==> config.mk <==
export PLATFORM = sky130hd
export DESIGN_NAME = ascon_hash_ctrl
export DESIGN_NICKNAME = d
export VERILOG_FILES = /design/src/rtl/ascon_pkg.sv /design/src/rtl/ascon_pad_word.sv /design/src/rtl/ascon_hash_ctrl.sv
export SDC_FILE = /design/constraint.sdc
export NUM_CORES = 1
export LEC_CHECK = 0
export CORE_AREA = 5 5 104 106
export CTS_BUF_LIST = sky130_fd_sc_hd__clkbuf_16
export DETAILED_ROUTE_END_ITERATION = 8
export DIE_AREA = 0 0 109 111
export DONT_BUFFER_PORTS = 1
export PLACE_DENSITY_LB_ADDON = 0.15
export SLEW_MARGIN = 40
export SYNTH_ARGS = -nofsm -noshare
export SYNTH_HDL_FRONTEND = slang
export SYNTH_SLANG_ARGS = --single-unit
==> constraint.sdc <==
create_clock -name clk -period 1.7 [get_ports clk]
set_input_delay 0.34 -clock clk [delete_from_list [all_inputs] [get_ports clk]]
set_output_delay 0.34 -clock clk [all_outputs]
set_load 0.05 [all_outputs]
==> src/rtl/ascon_pkg.sv <==
// Shared types and constants for the Ascon-Hash256 controller.
//   ascon_word_t    : 64-bit state/message/digest word
//   hash_state_t    : controller FSM states
//   hash_phase_t    : which permutation the controller is waiting on
package ascon_pkg;

  localparam int unsigned WORD_W    = 64;
  localparam int unsigned SEL_W     = 3;
  localparam int unsigned NBYTES_W  = 4;
  localparam int unsigned NUM_WORDS = 5;

  typedef logic [WORD_W-1:0] ascon_word_t;

  localparam ascon_word_t ASCON_HASH256_IV = 64'h0000_0801_00CC_0002;
  localparam ascon_word_t ASCON_PAD_ONE    = 64'h0000_0000_0000_0001;
  localparam logic        ROUND_CFG_P12    = 1'b1;

  typedef enum logic [2:0] {
    IDLE,
    LOAD,
    PERM,
    WAIT,
    ABSORB,
    PADBLK,
    SQUEEZE
  } hash_state_t;

  // PH_PAD: a full 8-byte last word was absorbed, an extra padding block follows.
  typedef enum logic [1:0] {
    PH_INIT,
    PH_ABSORB,
    PH_PAD,
    PH_FINAL
  } hash_phase_t;

endpackage

==> src/rtl/ascon_pad_word.sv <==
// Masks a final message word to its valid bytes and appends the 0x01 pad byte.
//   word    : raw message word, byte 0 at bits [7:0]
//   nbytes  : valid bytes 0..8 (9..15 behave as 8, i.e. the word passes unchanged)
//   padded  : masked word with 0x01 placed in byte position nbytes
module ascon_pad_word
  import ascon_pkg::*;
(
  input  ascon_word_t         word,
  input  logic [NBYTES_W-1:0] nbytes,
  output ascon_word_t         padded
);

  localparam int unsigned BYTES = WORD_W / 8;

  logic [NBYTES_W-1:0] n;

  // Byte-wise select: keep valid bytes, pad byte at position n, zeros above.
  always_comb begin
    n      = (nbytes > NBYTES_W'(BYTES)) ? NBYTES_W'(BYTES) : nbytes;
    padded = '0;
    for (int unsigned i = 0; i < BYTES; i++) begin
      if (NBYTES_W'(i) < n) begin
        padded[8*i +: 8] = word[8*i +: 8];
      end else if (NBYTES_W'(i) == n) begin
        padded[8*i +: 8] = 8'h01;
      end
    end
  end

endmodule

==> src/rtl/ascon_hash_ctrl.sv <==
// Sequencer driving an external Ascon permutation core through Ascon-Hash256.
//   start_i/msg_*          : start request and message word stream (valid/ready)
//   dig_*                  : four-word digest stream (valid/ready), last on word 3
//   busy_o                 : controller not idle
//   core_*                 : word-addressed access and p12 start/ready to the core
module ascon_hash_ctrl
  import ascon_pkg::*;
(
  input  logic                clk,
  input  logic                rst,
  input  logic                start_i,
  input  ascon_word_t         msg_data_i,
  input  logic                msg_valid_i,
  input  logic                msg_last_i,
  input  logic [NBYTES_W-1:0] msg_bytes_i,
  output logic                msg_ready_o,
  output ascon_word_t         dig_data_o,
  output logic                dig_valid_o,
  output logic                dig_last_o,
  input  logic                dig_ready_i,
  output logic                busy_o,
  output logic                core_start_perm_o,
  output logic                core_round_config_o,
  output logic [SEL_W-1:0]    core_word_sel_o,
  output ascon_word_t         core_data_o,
  output logic                core_write_en_o,
  output logic                core_xor_en_o,
  input  ascon_word_t         core_data_i,
  input  logic                core_ready_i
);

  localparam logic [SEL_W-1:0] LOAD_LAST = SEL_W'(NUM_WORDS - 1);

  hash_state_t        state, state_d;
  hash_phase_t        phase, phase_d;
  logic [SEL_W-1:0]   load_cnt, load_cnt_d;
  logic [1:0]         dig_cnt, dig_cnt_d;
  ascon_word_t        padded_word;
  logic               full_last;

  ascon_pad_word u_pad (
    .word   (msg_data_i),
    .nbytes (msg_bytes_i),
    .padded (padded_word)
  );

  assign full_last = (msg_bytes_i >= NBYTES_W'(8));

  // State, phase and counters.
  always_ff @(posedge clk or negedge rst) begin
    if (!rst) begin
      state    <= IDLE;
      phase    <= PH_INIT;
      load_cnt <= '0;
      dig_cnt  <= '0;
    end else begin
      state    <= state_d;
      phase    <= phase_d;
      load_cnt <= load_cnt_d;
      dig_cnt  <= dig_cnt_d;
    end
  end

  // Next-state and output decode; outputs follow the state register so reset
  // clears them immediately.
  always_comb begin
    state_d             = state;
    phase_d             = phase;
    load_cnt_d          = load_cnt;
    dig_cnt_d           = dig_cnt;
    busy_o              = (state != IDLE);
    msg_ready_o         = 1'b0;
    dig_data_o          = '0;
    dig_valid_o         = 1'b0;
    dig_last_o          = 1'b0;
    core_start_perm_o   = 1'b0;
    core_round_config_o = ROUND_CFG_P12;
    core_word_sel_o     = '0;
    core_data_o         = '0;
    core_write_en_o     = 1'b0;
    core_xor_en_o       = 1'b0;

    case (state)
      IDLE: begin
        if (start_i) begin
          state_d    = LOAD;
          phase_d    = PH_INIT;
          load_cnt_d = '0;
          dig_cnt_d  = '0;
        end
      end

      // Word 4 is rewritten until the core is free, which is harmless.
      LOAD: begin
        core_write_en_o = 1'b1;
        core_word_sel_o = load_cnt;
        core_data_o     = (load_cnt == '0) ? ASCON_HASH256_IV : '0;
        if (load_cnt == LOAD_LAST) begin
          if (core_ready_i) begin
            state_d = PERM;
          end
        end else begin
          load_cnt_d = load_cnt + SEL_W'(1);
        end
      end

      PERM: begin
        core_start_perm_o = 1'b1;
        state_d           = WAIT;
      end

      WAIT: begin
        if (core_ready_i) begin
          case (phase)
            PH_PAD:   state_d = PADBLK;
            PH_FINAL: state_d = SQUEEZE;
            default:  state_d = ABSORB;
          endcase
        end
      end

      ABSORB: begin
        msg_ready_o = core_ready_i;
        if (msg_valid_i && core_ready_i) begin
          core_xor_en_o = 1'b1;
          core_data_o   = msg_last_i ? padded_word : msg_data_i;
          if (msg_last_i) begin
            phase_d = full_last ? PH_PAD : PH_FINAL;
          end else begin
            phase_d = PH_ABSORB;
          end
          state_d = PERM;
        end
      end

      PADBLK: begin
        core_xor_en_o = 1'b1;
        core_data_o   = ASCON_PAD_ONE;
        phase_d       = PH_FINAL;
        state_d       = PERM;
      end

      SQUEEZE: begin
        dig_valid_o = 1'b1;
        dig_data_o  = core_data_i;
        dig_last_o  = (dig_cnt == 2'd3);
        if (dig_ready_i) begin
          dig_cnt_d = dig_cnt + 2'd1;
          state_d   = (dig_cnt == 2'd3) ? IDLE : PERM;
        end
      end

      default: state_d = IDLE;
    endcase
  end

endmodule
==> metrics.md, run 1 <==
| Metric | Value |
|---|---|
| Worst EP required | 1360 ps |
| Crit. End Element | primary output |
| Crit path from | state[0] |
| Row count | 36 |
| Antenna violations before repair | 0 |
| Static leakage | 1.671 nW |
| Internal power | 2.535 mW |
| Fin worst setup slack | -414.0 ps |
| Initial drt markers | 96 |
| Clock Sinks | 10 |
| Die X | 109 µm |
| Flop2flop setup slack | 40 ps |
| Die Y | 111 µm |
| RSZ-0062 raised after global routing | true |
| Min Clock Period, post-route | 2114 ps |
| CP startpoint kind | flip-flop |
| Min Hold Slack | 225.4 ps |
| Worst Hold Depth | 1 |
| CTS tree | yes |
| Area grow syn2layout | 122.2% |
| H-tree depth | 1 |
| Status | finished, violations left |
| Synth Register Bits | 10 |
| Hold_sp | dig_ready_i |
| Number of max-cap violations | 0 |
| Netlist cell types | 41 |
| Largest net degree at the start of global routing | 18 |
| Least-Margin Pin Slew | 506.6 ps |
| Starting Density | 0.1804 |
| Share of layout cells above drive strength 1 | 0.7690 |
| Sw Share | 0.4940 |
| Maximum buffer depth of the clock tree | 2 |
| Overall routing resource usage | 0.1349 |
| Antenna Violating Nets Remaining | 0 |
| WHS Endpoint | dig_cnt[0] |
| I/O Pins | 278 |
| Syn. warnings | 0 |
| CP peak stage delay | 370 ps |
| Top cells by count, synth | and2_1, nand2_1, clkbuf_1, o21ai_0, a21oi_1 |
| Buf+Inv Stages, Crit Path | 2 |
| Final-report hold violation count | 0 |
| Cell family contributing the most delay on the critical path | simple AND/OR/NAND/NOR gates |
| Setup TNS | -38620 ps |
| Final number of setup-violating endpoints | 137 |
| Clock skew | 0.9132 ps |
| Worst vdd ir | 0.0008358 V |
| Die area | 12100 µm² |
| Setup CP Type | flip-flop to primary output |
| Sw power | 2.475 mW |
| Mean post-synth cell area | 6.850 µm² |
| Clk pwr share | 0.084 |
| ANT cells | 0 |
| Net count, final | 472 |
| CP cell instances | nand2b_4 -> or3_4 -> buf_6 -> a21oi_4 -> buf_12 -> and2_4 |
| Clock root cell | clkbuf_16 |
| Post-route DRC | 0 |
| Routed len/inst | 20.19 µm |
| Max-slew violation count | 0 |
| DR pass1 iterations | 4 |
| Clock Latency Late Sink | 240 ps |
| Hpwl dp | 6.957 mm |
| RR Endpoint | dig_cnt[0] |
| Post-Place Cells | 430 |
| Placement Setup Slack | -209.9 ps |
| CP max FO | 7 |
| Worst Hold Class | input port to flip-flop |
| Worst slew margin | 0.6612 |
| Final cell count without fillers | 462 |
| WL final | 9.329 mm |
| Vias in the first global route | 2342 |
| Vias | 2119 |
| Flop pwr share | 0.081 |
| Vias per inst | 4.587 |
| Arrival time worst endpoint | 1770 ps |
| Net Count, Synth | 397 |
| FMAX | 0.4730 GHz |
| Comb pwr share | 0.834 |
| Overall Power | 5.010 mW |
| Cell with the most instances after synthesis | and2_1 |
| Ys async rst share | 1.000 |
| Syn Inst Count | 255 |
| IO Port Bufs | 0 |
| Final worst-path cycle share | 1.244 |
| Ys flop type | dfrtp_1 |
| First-pass GRT wire length | 12.88 mm |
| Synth area leaders | and2_1, dfrtp_1, o21ai_0 |
| RR Startpoint | state[1] |
| FF-to-FF path depth | 8 |
| Post-synth top area cell | and2_1 |
| Total grt overflow | 0 |
| Clock-pin slew on the worst setup and hold paths | 40 ps |
| Sequential area share after synthesis | 0.1433 |
| TritonCTS Buffers | 3 |
| Failing checks | setup timing |
| Final GP Congestion | 0.7205 |
| Slowest CP cell | dfrtp_1 |
| Placeable Area | 9684 µm² |
| Top cell type's share of synthesized area | 0.4226 |
| EDFF count, synth | 0 |
| Mapped Area | 1747 µm² |
| Pwr dens | 1291 nW/µm² |
worst max-delay path by stage:
stage	end	slack [ps]	cells past startpoint
2_1_floorplan	core_data_o[32]	-360	5
6_report	core_data_o[21]	-410	6
3_5_place_dp	core_data_o[14]	-210	5
4_1_cts	core_data_o[14]	-430	5
5_1_grt	core_data_o[21]	-480	6
3_3_place_gp	core_data_o[10]	-190	5
routing by layer:
layer / share of wire / GRT usage / up-vias
met1: 0.32 / 0.1410 / 955
met4: 0.012 / 0.02273 / 0
met3: 0.11 / 0.03727 / 12
li1: - / - / 983
met2: 0.56 / 0.2633 / 169
met5: 0 / 0 / -
sequential cells by signal (all words and copies together), names as in the netlist:
name / cells
state: 3
phase: 2
load_cnt: 3
dig_cnt: 2
power groups by stage:
stage	clock, mW	sequential [mW]	combinational [mW]
2_1_floorplan	0	0.420	2.27
3_3_place_gp	0	0.402	3.18
3_5_place_dp	0	0.404	3.18
4_1_cts	0.431	0.404	3.90
5_1_grt	0.446	0.419	4.42
6_report	0.423	0.407	4.18
final cells by class:
cell class | instances | area, µm²
Multi-Input combinational cell | 225 | 2008
Timing Repair Buffer | 85 | 1355
Fill cell | 932 | 5803
Sequential cell | 10 | 251.5
Tap cell | 133 | 166.4
Inverter | 5 | 21.27
Clock buffer | 3 | 75.07
Clock inverter | 1 | 3.754
metrics by stage:
stage | util | area (µm²)
6_report | 0.4008 | 3881
5_1_grt | 0.4008 | 3881
4_1_cts | 0.3766 | 3647
3_5_place_dp | 0.3187 | 3087
3_3_place_gp | 0.3187 | 3087
2_1_floorplan | - | 2220
kinds of logic after synthesis:
| group | count (synthesis) | synth area share |
|---|---|---|
| AND/OR/NAND/NOR | 173 | 0.6017 |
| AO/OA/AOI/OAI | 45 | 0.1655 |
| buffers and inverters | 20 | 0.04728 |
| flip-flops | 10 | 0.1433 |
| multiplexers | 3 | 0.01862 |
| adder cells (fa/ha/maj) | 3 | 0.02149 |
| other | 1 | 0.002147 |
cells in the final DEF, fill, tap and decap left out, types with 2 or more instances in the layout:
cell,instances
clkbuf_16,8
nor2b_1,3
nand2b_1,2
and2_4,118
inv_1,4
nor3b_4,3
o21ai_2,2
mux2_2,2
nor2_1,5
a31oi_1,2
o21ai_0,9
buf_6,17
buf_16,5
a21oi_1,8
nor3_4,2
nand2b_4,2
o21a_4,3
buf_4,18
nor2_4,7
nand3_1,3
dfrtp_1,9
a21o_4,6
ha_1,3
buf_8,5
or3_4,2
nand2_1,14
buf_12,34
a21oi_4,3
what timing repair did:
item                       in CTS  in global routing
cloned                          5                  5
pin swaps                      94                 26
resized for setup             102                 27
setup buffers                  14                  8
hold endpoints to repair       10                  0
hold buffers                    1                  0
setup endpoints to repair     137                143
No activity file was read; power rests on OpenSTA's default activity.
==> run 2: changes to the inputs <==
--- a/config.mk
+++ b/config.mk
@@ -10,6 +10,7 @@
 export DETAILED_ROUTE_END_ITERATION = 8
 export DIE_AREA = 0 0 109 111
 export DONT_BUFFER_PORTS = 1
+export GPL_TIMING_DRIVEN = 0
 export PLACE_DENSITY_LB_ADDON = 0.15
 export SLEW_MARGIN = 40
 export SYNTH_ARGS = -nofsm -noshare
==> run 2 against run 1 <==
  * Die area unchanged
  * Final area is 15% lower
  * Global-route usage fell by 0.84 points
  * Register-to-register slack lost 50 ps
  * Sequential cell count did not move
  * Fmax shrank 10%
  * Non-clock buffer count shrank 24
  * Via count fell by 3.5%
  * Worst setup slack worse by 240 ps
  * Clock skew up 0.65 ps
  * Combinational power shrank 13%
  * Core utilization decreased by 6.0 points
  * The run still ends with setup timing left
  * Largest cell class unchanged
==> metrics.md, run 2 (synthesis results as in run 1) <==
| Metric | Value |
|---|---|
| Slowest CP cell | nor3b_4 (was dfrtp_1) |
| Static leakage | 1.456 nW (was 1.671 nW) |
| I/O Pins | 278 (unchanged) |
| Final worst-path cycle share | 1.386 (was 1.244) |
| CP cell instances | nor3b_4 -> and3b_1 -> buf_8 -> o21bai_4 (was nand2b_4 -> or3_4 -> buf_6 -> a21oi_4 -> buf_12 -> and2_4) |
| Internal power | 2.114 mW (was 2.535 mW) |
| Buf+Inv Stages, Crit Path | 1 (was 2) |
| Vias in the first global route | 2153 (was 2342) |
| RSZ-0062 raised after global routing | true (unchanged) |
| Antenna violations before repair | 0 (unchanged) |
| H-tree depth | 1 (unchanged) |
| Largest regs | load_cnt (3), state (3) (unchanged) |
| FF+latch area | 254.0 µm² (was 251.5 µm²) |
| Failing checks | setup timing (unchanged) |
| Min Clock Period, post-route | 2356 ps (was 2114 ps) |
| CP peak stage delay | 650 ps (was 370 ps) |
| Clock Latency Late Sink | 240 ps (about the same) |
| Clock root cell | clkbuf_16 (unchanged) |
| Sw power | 2.390 mW (was 2.475 mW) |
| Net count, final | 450 (was 472) |
| CP max FO | 7 (unchanged) |
| Overall Power | 4.504 mW (was 5.010 mW) |
| TritonCTS Buffers | 3 (unchanged) |
| Initial drt markers | 73 (was 96) |
| Util after Layout | 0.3406 (was 0.4008) |
| Die area | 12100 µm² (unchanged) |
| Vias per inst | 4.648 (was 4.587) |
| Fin worst setup slack | -656.2 ps (was -414.0 ps) |
| Clock-pin slew on the worst setup and hold paths | 40 ps (about the same) |
| Flop pwr share | 0.102 (was 0.081) |
| Least-Margin Pin Slew | 731.0 ps (was 506.6 ps) |
| Commonest non-fill, non-tap cell in the layout | and2_4 (unchanged) |
| Max-slew violation count | 0 (unchanged) |
| Placeable Area | 9684 µm² (unchanged) |
| Starting Density | 0.1804 (unchanged) |
| Status | finished, violations left (unchanged) |
| Worst EP required | 1360 ps (about the same) |
| WL final | 8.812 mm (was 9.329 mm) |
| Row count | 36 (unchanged) |
| Comb pwr share | 0.804 (was 0.834) |
| Cell family contributing the most delay on the critical path | simple AND/OR/NAND/NOR gates (unchanged) |
| Setup TNS | -56770 ps (was -38620 ps) |
| Final GP Congestion | 0.7155 (was 0.7205) |
| Worst slew margin | 0.5121 (was 0.6612) |
| Setup CP Type | flip-flop to primary output (unchanged) |
| Sw Share | 0.5307 (was 0.4940) |
| Share of layout cells above drive strength 1 | 0.7524 (was 0.7690) |
| Antenna Violating Nets Remaining | 0 (unchanged) |
| Area of the multi-input gates | 2042 µm² (was 2008 µm²) |
| Post-route DRC | 0 (unchanged) |
| CP startpoint kind | flip-flop (unchanged) |
| CTS tree | yes (unchanged) |
| Routed len/inst | 20.03 µm (was 20.19 µm) |
| Maximum buffer depth of the clock tree | 2 (unchanged) |
| Worst vdd ir | 0.0006833 V (was 0.0008358 V) |
| Final number of setup-violating endpoints | 138 (was 137) |
| Commonest non-fill, non-tap cells in the layout | and2_4, buf_6, buf_4 (was and2_4, buf_12, buf_4) |
| IO Port Bufs | 0 (unchanged) |
| Largest net degree at the start of global routing | 12 (was 18) |
| Crit. End Element | primary output (unchanged) |
| Crit path from | state[2] (was state[0]) |
| Clock skew | 1.566 ps (was 0.9132 ps) |
| Overall routing resource usage | 0.1265 (was 0.1349) |
| First-pass GRT wire length | 12.32 mm (was 12.88 mm) |
| Clk pwr share | 0.094 (was 0.084) |
| ANT cells | 0 (unchanged) |
| Die X | 109 µm (unchanged) |
| DR pass1 iterations | 4 (unchanged) |
| Number of max-cap violations | 0 (unchanged) |
| Hpwl dp | 6.794 mm (was 6.957 mm) |
| Fillers | 1008 (was 932) |
| Worst Hold Class | input port to flip-flop (unchanged) |
| Vias | 2045 (was 2119) |
| FMAX | 0.4244 GHz (was 0.4730 GHz) |
| Pwr dens | 1366 nW/µm² (was 1291 nW/µm²) |
| Clock Sinks | 10 (unchanged) |
| Die Y | 111 µm (unchanged) |
| Final-report hold violation count | 0 (unchanged) |
| Total grt overflow | 0 (unchanged) |
| Hold_sp | dig_ready_i (unchanged) |
| Area grow syn2layout | 88.83% (was 122.2%) |
| RR Startpoint | state[0] (was state[1]) |
| Arrival time worst endpoint | 2020 ps (was 1770 ps) |
## run 2: cell types whose count changed in the layout (fill, tap and decap cells not counted), sizes merged
cell   change
buf       -24
nor3b      +1
and3       +1
## run 2: cell type report
type,count,area share
clock buffer,3,0.02276
timing repair buffer,48,0.1593
buffer,13,0.06373
inverter,5,0.006449
multi-input combinational,227,0.6191
clock inverter,1,0.001138
sequential,10,0.07701
tap,133,0.05046
## run 2: worst reg2reg max path: cells and delay by family (launching register included)
kind                   cells  cell delay (ps)
AOI/OAI and AO/OA          1               70
DFF                        1              420
and+or+nand+nor            2              180
muxes                      1              260
buffers and inverters      5              660
## run 2: stage by stage
stage | hold slack [ps] | setup WS [ps] | area [µm²] | instances
2_1_floorplan | 44.41 | -363.5 | 2220 | 255
3_3_place_gp | 44.80 | -520.1 | 2386 | 388
3_5_place_dp | 44.79 | -536.2 | 2392 | 388
4_1_cts | 205.7 | -712.0 | 3093 | 428
5_1_grt | 216.8 | -754.7 | 3298 | 440
6_report | 215.0 | -656.2 | 3298 | 440
## run 2: metal layers
layer | routed length (µm) | GRT usage | up-vias
li1 | - | - | 939
met1 | 2974 | 0.1326 | 936
met2 | 4770 | 0.2457 | 166
met3 | 997 | 0.03844 | 4
met4 | 70 | 0.01768 | 0
met5 | 0 | 0 | -
## run 2: worst paths after layout
| check | to | slack, ps | cells after the start |
|---|---|---|---|
| max in group asynchronous | state[1] | 810 | 1 |
| hold reg to reg | dig_cnt[1] | 510 | 2 |
| setup / recovery | core_data_o[32] | -660 | 4 |
| setup reg to reg | state[2] | -10 | 9 |
| min in group asynchronous | dig_cnt[1] | 520 | 1 |
| hold / removal | dig_cnt[0] | 220 | 1 |
## run 2: power groups by stage
stage | Combinational (mW) | Clock (mW) | Sequential, mW
5_1_grt | 3.82 | 0.451 | 0.481
2_1_floorplan | 2.27 | 0 | 0.420
6_report | 3.62 | 0.425 | 0.459
4_1_cts | 3.28 | 0.438 | 0.441
3_5_place_dp | 2.54 | 0 | 0.445
3_3_place_gp | 2.54 | 0 | 0.443
## run 2: timing repair
item / 4_1_cts / 5_1_grt
pin swaps: 101 / 43
cloned: 8 / 1
hold buffers: 1 / 0
buffers inserted: 28 / 16
endpoints found under the hold margin: 10 / 0
resized for setup: 118 / 45
endpoints found under the setup margin: 139 / 143
